**src/rtl/fft8_input_reorder_pkg.sv**
```systemverilog
// Shared 8-point FFT constants: frame size, default word width, twiddles
// and the 3-bit bit-reversal used by the reorder stages.
package fft8_input_reorder_pkg;

    localparam int unsigned FFT_N          = 8;
    localparam int unsigned LOG2_N         = 3;
    localparam int unsigned DEFAULT_DATA_W = 32;
    localparam int unsigned TW_W           = 16;

    // Bit-reversed index within an 8-point frame.
    function automatic logic [LOG2_N-1:0] rev3(input logic [LOG2_N-1:0] idx);
        return {idx[0], idx[1], idx[2]};
    endfunction

    // W8^k real part in Q1.15 for k = 0..3.
    function automatic logic signed [TW_W-1:0] twiddle_re(input logic [1:0] k);
        logic signed [TW_W-1:0] tw;
        tw = TW_W'(0);
        case (k)
            2'd0: tw = 16'sh7FFF;
            2'd1: tw = 16'sh5A82;
            2'd2: tw = 16'sh0000;
            2'd3: tw = 16'shA57E;
            default: tw = TW_W'(0);
        endcase
        return tw;
    endfunction

    // W8^k imaginary part in Q1.15 for k = 0..3.
    function automatic logic signed [TW_W-1:0] twiddle_im(input logic [1:0] k);
        logic signed [TW_W-1:0] tw;
        tw = TW_W'(0);
        case (k)
            2'd0: tw = 16'sh0000;
            2'd1: tw = 16'shA57E;
            2'd2: tw = 16'sh8000;
            2'd3: tw = 16'shA57E;
            default: tw = TW_W'(0);
        endcase
        return tw;
    endfunction

endpackage

```
**src/rtl/fft8_input_reorder.sv**
```systemverilog
// Collects 8 serial complex samples into bit-reversed slots and presents
// them as a registered parallel frame for the first butterfly stage.
module fft8_input_reorder
    import fft8_input_reorder_pkg::*;
#(
    parameter int unsigned DATA_W = DEFAULT_DATA_W
) (
    input  logic              clk,
    input  logic              rst,
    input  logic              in_valid,
    input  logic              in_sop,
    input  logic [DATA_W-1:0] in_real,
    input  logic [DATA_W-1:0] in_imag,
    output logic [DATA_W-1:0] x0_real,
    output logic [DATA_W-1:0] x1_real,
    output logic [DATA_W-1:0] x2_real,
    output logic [DATA_W-1:0] x3_real,
    output logic [DATA_W-1:0] x4_real,
    output logic [DATA_W-1:0] x5_real,
    output logic [DATA_W-1:0] x6_real,
    output logic [DATA_W-1:0] x7_real,
    output logic [DATA_W-1:0] x0_imag,
    output logic [DATA_W-1:0] x1_imag,
    output logic [DATA_W-1:0] x2_imag,
    output logic [DATA_W-1:0] x3_imag,
    output logic [DATA_W-1:0] x4_imag,
    output logic [DATA_W-1:0] x5_imag,
    output logic [DATA_W-1:0] x6_imag,
    output logic [DATA_W-1:0] x7_imag,
    output logic              out_valid,
    output logic              sop_err
);

    localparam logic [LOG2_N-1:0] LAST_IDX = LOG2_N'(FFT_N - 1);

    logic [LOG2_N-1:0] n;
    logic [DATA_W-1:0] slot_re [FFT_N];
    logic [DATA_W-1:0] slot_im [FFT_N];
    logic [DATA_W-1:0] xr      [FFT_N];
    logic [DATA_W-1:0] xi      [FFT_N];

    logic restart_c;
    logic frame_done_c;
    logic [LOG2_N-1:0] wr_slot_c;

    // Early in_sop restarts the frame; the last sample completes it.
    always_comb begin
        restart_c    = in_valid && in_sop && (n != '0);
        frame_done_c = in_valid && !restart_c && (n == LAST_IDX);
        wr_slot_c    = restart_c ? '0 : rev3(n);
    end

    // Sample index and status pulses.
    always_ff @(posedge clk or negedge rst) begin
        if (!rst) begin
            n         <= '0;
            out_valid <= 1'b0;
            sop_err   <= 1'b0;
        end else begin
            out_valid <= frame_done_c;
            sop_err   <= restart_c;
            if (restart_c) begin
                n <= LOG2_N'(1);
            end else if (in_valid) begin
                n <= n + LOG2_N'(1);
            end
        end
    end

    // Collection slots, written in bit-reversed order.
    always_ff @(posedge clk or negedge rst) begin
        if (!rst) begin
            for (int k = 0; k < FFT_N; k++) begin
                slot_re[k] <= '0;
                slot_im[k] <= '0;
            end
        end else if (in_valid) begin
            slot_re[wr_slot_c] <= in_real;
            slot_im[wr_slot_c] <= in_imag;
        end
    end

    // Output frame; the final sample bypasses its slot.
    always_ff @(posedge clk or negedge rst) begin
        if (!rst) begin
            for (int k = 0; k < FFT_N; k++) begin
                xr[k] <= '0;
                xi[k] <= '0;
            end
        end else if (frame_done_c) begin
            for (int k = 0; k < FFT_N - 1; k++) begin
                xr[k] <= slot_re[k];
                xi[k] <= slot_im[k];
            end
            xr[FFT_N-1] <= in_real;
            xi[FFT_N-1] <= in_imag;
        end
    end

    assign x0_real = xr[0];
    assign x1_real = xr[1];
    assign x2_real = xr[2];
    assign x3_real = xr[3];
    assign x4_real = xr[4];
    assign x5_real = xr[5];
    assign x6_real = xr[6];
    assign x7_real = xr[7];
    assign x0_imag = xi[0];
    assign x1_imag = xi[1];
    assign x2_imag = xi[2];
    assign x3_imag = xi[3];
    assign x4_imag = xi[4];
    assign x5_imag = xi[5];
    assign x6_imag = xi[6];
    assign x7_imag = xi[7];

endmodule
```
**config.mk**
```make
export PLATFORM = sky130hd
export DESIGN_NAME = fft8_input_reorder
export DESIGN_NICKNAME = d
export VERILOG_FILES = /design/src/rtl/fft8_input_reorder_pkg.sv /design/src/rtl/fft8_input_reorder.sv
export SDC_FILE = /design/constraint.sdc
export NUM_CORES = 1
export LEC_CHECK = 0
export ABC_AREA = 1
export CAP_MARGIN = 20
export CORE_MARGIN = 8
export CORE_UTILIZATION = 57
export CTS_BUF_LIST = sky130_fd_sc_hd__clkbuf_16
export CTS_CLUSTER_DIAMETER = 80
export DETAILED_ROUTE_END_ITERATION = 16
export DONT_BUFFER_PORTS = 1
export GPL_TIMING_DRIVEN = 0
export PLACE_DENSITY = 0.76
export SLEW_MARGIN = 20
export SYNTH_ARGS = -nofsm -noshare
export SYNTH_HDL_FRONTEND = slang
export SYNTH_SLANG_ARGS = --single-unit
```
**constraint.sdc**
```tcl
create_clock -name clk -period 1.6 [get_ports clk]
set_input_delay 0.32 -clock clk [delete_from_list [all_inputs] [get_ports clk]]
set_output_delay 0.32 -clock clk [all_outputs]
set_load 0.02 [all_outputs]
```
Yosys cells after proc, flatten, opt, wreduce, memory -nomap -nowiden. Cells that the tools add are included.

Register bits: 1029. Bits of input ports: 68. Output and inout bits: 514. Word-level logic and storage cells: 55.

Add/subtract/negate cells: 1. Magnitude comparators: 2. Equal/unequal tests: 1. Multiplexer cells: 7. Bitwise gates (word level): 1. Reductions and logical operators: 8.

Operator list (number): $bwmux W256 (2); $demux W32 S3 (1); $mux W32 (1); $mux W3 (3); $logic_and A1 B1 Y1 (5); $ge A4 B4 Y1 const B (1); $lt A4 B1 Y1 const B (1); $not A3 Y4 (1); $add A3 B1 Y3 const B (1); $eq A3 B3 Y1 const B (1); $reduce_bool A3 Y1 (1); $reduce_bool A2 Y1 (1); $logic_not A1 Y1 (1).

Depth between registers and ports, before layout.
Depth in word-level cells: 9. Mapped depth: 11. Depth with buffers taken out: 8.

Worst setup path after synthesis. OpenSTA, ideal clock, no wires.

Path type: reg-to-reg. Start point: register n[1]. End point: register xr, in the netlist x1_real[0]. Library setup time: 0.130 ns. Arrival time: 1.617 ns. Path slack: -0.147 ns. Stages on the path, launching flop included: 11. Path buffers: 4. Cells stage by stage: dfrtp_1 -> buf_2 -> clkinv_1 -> ha_1 -> nand2_1 -> nand2_2 -> nand3_2 -> buf_4 -> buf_6 -> clkbuf_1 -> o21ai_0.

Cells in the longest elaborated chain, start to end: 5.

RTL lines: start, declared (line fft8_input_reorder.sv:36) `logic [LOG2_N-1:0] n;`; start signal, assigned (line fft8_input_reorder.sv:65) `n <= n + LOG2_N'(1);`; $reduce_bool A3 Y1 (line fft8_input_reorder.sv:48) `restart_c = in_valid && in_sop && (n != '0);`; $logic_and A1 B1 Y1 (line fft8_input_reorder.sv:48); $logic_not A1 Y1 (line fft8_input_reorder.sv:49) `frame_done_c = in_valid && !restart_c && (n == LAST_IDX);`; $logic_and A1 B1 Y1 (line fft8_input_reorder.sv:49); $logic_and A1 B1 Y1 (*) (line fft8_input_reorder.sv:49); end signal, assigned by index (line fft8_input_reorder.sv:92) `xr[k] <= slot_re[k];`; end signal, assigned by index (line fft8_input_reorder.sv:95) `xr[FFT_N-1] <= in_real;`; end, declared (line fft8_input_reorder.sv:39) `logic [DATA_W-1:0] xr [FFT_N];`.

Every way passes the cells marked *; elsewhere a longest branch is shown, timed or not. A chain may end at the register's enable or synchronous reset.

Worst setup path after layout.
Start point: register n[1]. End point: register slot_re[58] (netlist name).

Cells in the longest elaborated chain, start to end: 9.

RTL lines: $reduce_bool A3 Y1 (line fft8_input_reorder.sv:48); $logic_and A1 B1 Y1 (line fft8_input_reorder.sv:48); $mux W3 (*) (line fft8_input_reorder.sv:50) `wr_slot_c = restart_c ? '0 : rev3(n);`; $not A3 Y4 (not written as such) (*) (line fft8_input_reorder.sv:78) `slot_re[wr_slot_c] <= in_real;`; $ge A4 B4 Y1 (not written as such) or $lt A4 B1 Y1 (tied branches) (line fft8_input_reorder.sv:78); $logic_and A1 B1 Y1 (not written as such) (line fft8_input_reorder.sv:78); $mux W32 (not written as such) (line fft8_input_reorder.sv:78); $demux W32 S3 (*) (line fft8_input_reorder.sv:78); $bwmux W256 (*) (line fft8_input_reorder.sv:78); end signal, assigned by index (line fft8_input_reorder.sv:78); end, declared (line fft8_input_reorder.sv:37) `logic [DATA_W-1:0] slot_re [FFT_N];`.

Marked as above.

==> out/metrics.yaml <==
status: "complete, but fails checks"
violations: "negative hold slack, negative setup slack"
clock_path_buffers: 3
num_antenna_cells: 0
syn_area_mm2: 0.0367
maxCapViolCount: 0
setup_viol: 923
path_cells: "buf_12 -> clkinv_8 -> ha_4 -> nand2_4 -> nand2_4 -> buf_12 -> buf_12 -> nand3_4 -> nor2_4 -> buf_12 -> clkbuf_16 -> nand2_2 -> nand2_1"
drt-pass1-iter-count: 6
syn_nets: 4043
stdcell_area_mm2: 0.0444
post-synth-top-area-cell: "dfrtp_1"
fin_crit_ns: 1.90
std_cell_rows: 93
hp-class: "in -> async"
reg_top3: "slot_im (224), slot_re (224)"
htree_levels: 3
cts_hold_buf: 16
die-area_mm2: 0.0727
cp.required_ns: 2.17
vias: 28738
post-route-period-util: 1.19
die_h_um: 270
critPathSlowestCell: "dfrtp_1"
port-buffer-count: 0
cts-root-buf: "clkbuf_16"
grt_start_max_net_pins: 966
dieWidth_um: 270
crit_fanout: 8
criticalPathCategory: "reg -> reg"
clk_pin_slew_ns: 0.06
gp_congestion: 0.883
endpoint_kind: "flip-flop"
max-slew-margin-rel: 0.274
yosysWarnings: 0
dp_hpwl_um: 78200
mostFrequentLayoutCells: "nand2_1, dfrtp_1, o21ai_0"
hold_viol_final: 431
initial_core_util: 0.573
grt_pass1_wl_um: 179000
rsz0062_at_grt: "yes"
instances_no_fill: 5106
arrival_ns: 2.47
hold_ws_ns: -0.630
crit_path_frequent_cell: "buf_12"
drc: 0
slew_viol_final: 0
drt_iter0_markers: 2937
avgSynthCellArea_um2: 9.23
p_leak_uw: 0.0236
cts_tree: "yes"
skew_ns: 0.0352
grt-ovfl-total: 0
synth-seq-cells: 965
viasPerCell: 5.63
synth_area_leaders: "dfrtp_1, nand2_1, o21ai_0"
cts_buffers: 94
utilization: 0.694
setup-tns-final_ns: -187.46
slowest_delay_ns: 0.42
post_dp_cell_area_mm2: 0.0379
fill_cells: 4526
antenna_found_initial: 2
grt_usage: 0.324
layout_commonest_cell: "nand2_1"
layout-drive-gt1-share: 0.155
synthCells: 3972
fin_ws_ns: -0.298
core_mm2: 0.0640
io_pins: 582
dp.cells: 4827
netlist.area_leader.share: 0.658
wl_per_cell_um: 24.4
cts.sinks: 965
power_density_mw_per_mm2: 2000
nets: 4248
ys_seq_area_frac: 0.658
area_growth_pct: 21.1
clk_latency_ns: 0.66
drt_wl_total_um: 125000
worst_slew_pin_slew_ns: 1.09
peakVddDrop_v: 0.00140
grt_pass1_vias: 28426
regArea_mm2: 0.0241
cp-start-kind: "flip-flop"
clock.fmax_ghz: 0.527
drtAntennaViolNets: 0
synthDistinctLibCells: 20
multi_input_area_mm2: 0.0108
[layer usage]
layer | routed length [um] | global-route usage | up-vias
met1 | 44200 | 0.387 | 14377
li1 | - | - | 12542
met4 | 6760 | 0.157 | 2
met2 | 60000 | 0.524 | 1499
met3 | 13700 | 0.113 | 318
met5 | 13 | 0 | -
[kinds of logic (layout without fill, tap and decap cells)]
logic type,count (synthesis),count (layout),synth area share
simple gates,2134,2135,0.223
compound gates,390,390,0.0536
fa+ha+maj,3,3,0.00102
flops,965,965,0.658
buf+inv,480,758,0.0642
[critical path, delay by kind of cell, from the launching register on]
family	cells	cell delay [ns]
fa+ha+maj	1	0.14
buf+inv	6	0.80
flops	1	0.42
simple gates	6	0.46
[path summary, 6_finish.rpt]
kind	from	end	slack [ns]	depth (start not counted)
hold reg to reg	slot_im[50]$_DFFE_PN0P_	x6_imag[18]$_DFFE_PN0P_	0.46	2
hold / removal	rst	slot_re[236]$_DFFE_PN0P_	-0.63	0
max in group asynchronous	rst	x4_imag[3]$_DFFE_PN0P_	0.26	2
setup / recovery	n[1]$_DFFE_PN0P_	slot_re[58]$_DFFE_PN0P_	-0.30	13
min in group clk	in_imag[14]	slot_im[46]$_DFFE_PN0P_	0.03	3
setup reg to reg	n[1]$_DFFE_PN0P_	slot_re[58]$_DFFE_PN0P_	-0.30	13
[power by group]
part / internal, uW / switching (uW) / total, uW
sequential: 34700 / 14300 / 49000
combinational: 7060 / 10300 / 17300
clock: 13000 / 9670 / 22600
total: 54700 / 34300 / 89000
[final cells by class]
cell class	count	area share
buffer	279	0.0614
clock buffer	97	0.0547
clock inverter	73	0.0159
inverter	201	0.0175
multi-input combinational	2528	0.243
sequential	965	0.544
tap	855	0.0241
timing repair buffer	108	0.0401
[synthesized netlist by cell type, drive strengths merged]
cell / count
buf: 232
nor2: 6
nand4: 6
ha: 3
dfrtp: 965
nand3: 70
clkinv: 1
clkbuf: 47
a21oi: 1
nand2: 2052
inv: 200
o21ai: 389
[metrics by stage]
stage / total power, uW / hold slack, ns / setup WS (ns)
after floorplan: 55800 / 0.0244 / -0.00668
after global placement: 61500 / 0.0506 / -0.791
after detailed placement: 62600 / 0.0503 / -0.805
after CTS: 87000 / -0.641 / -0.250
after global routing: 93100 / -0.663 / -0.363
final: 89000 / -0.630 / -0.298
[repair_timing]
item                       in CTS  in global routing
pin swaps                      42                 47
setup endpoints to repair     957               1120
gates cloned                   15                 22
setup buffers                  38                 19
gates resized for setup       309                307
hold endpoints to repair     1006                431
Power figures use the tool's default switching activity.
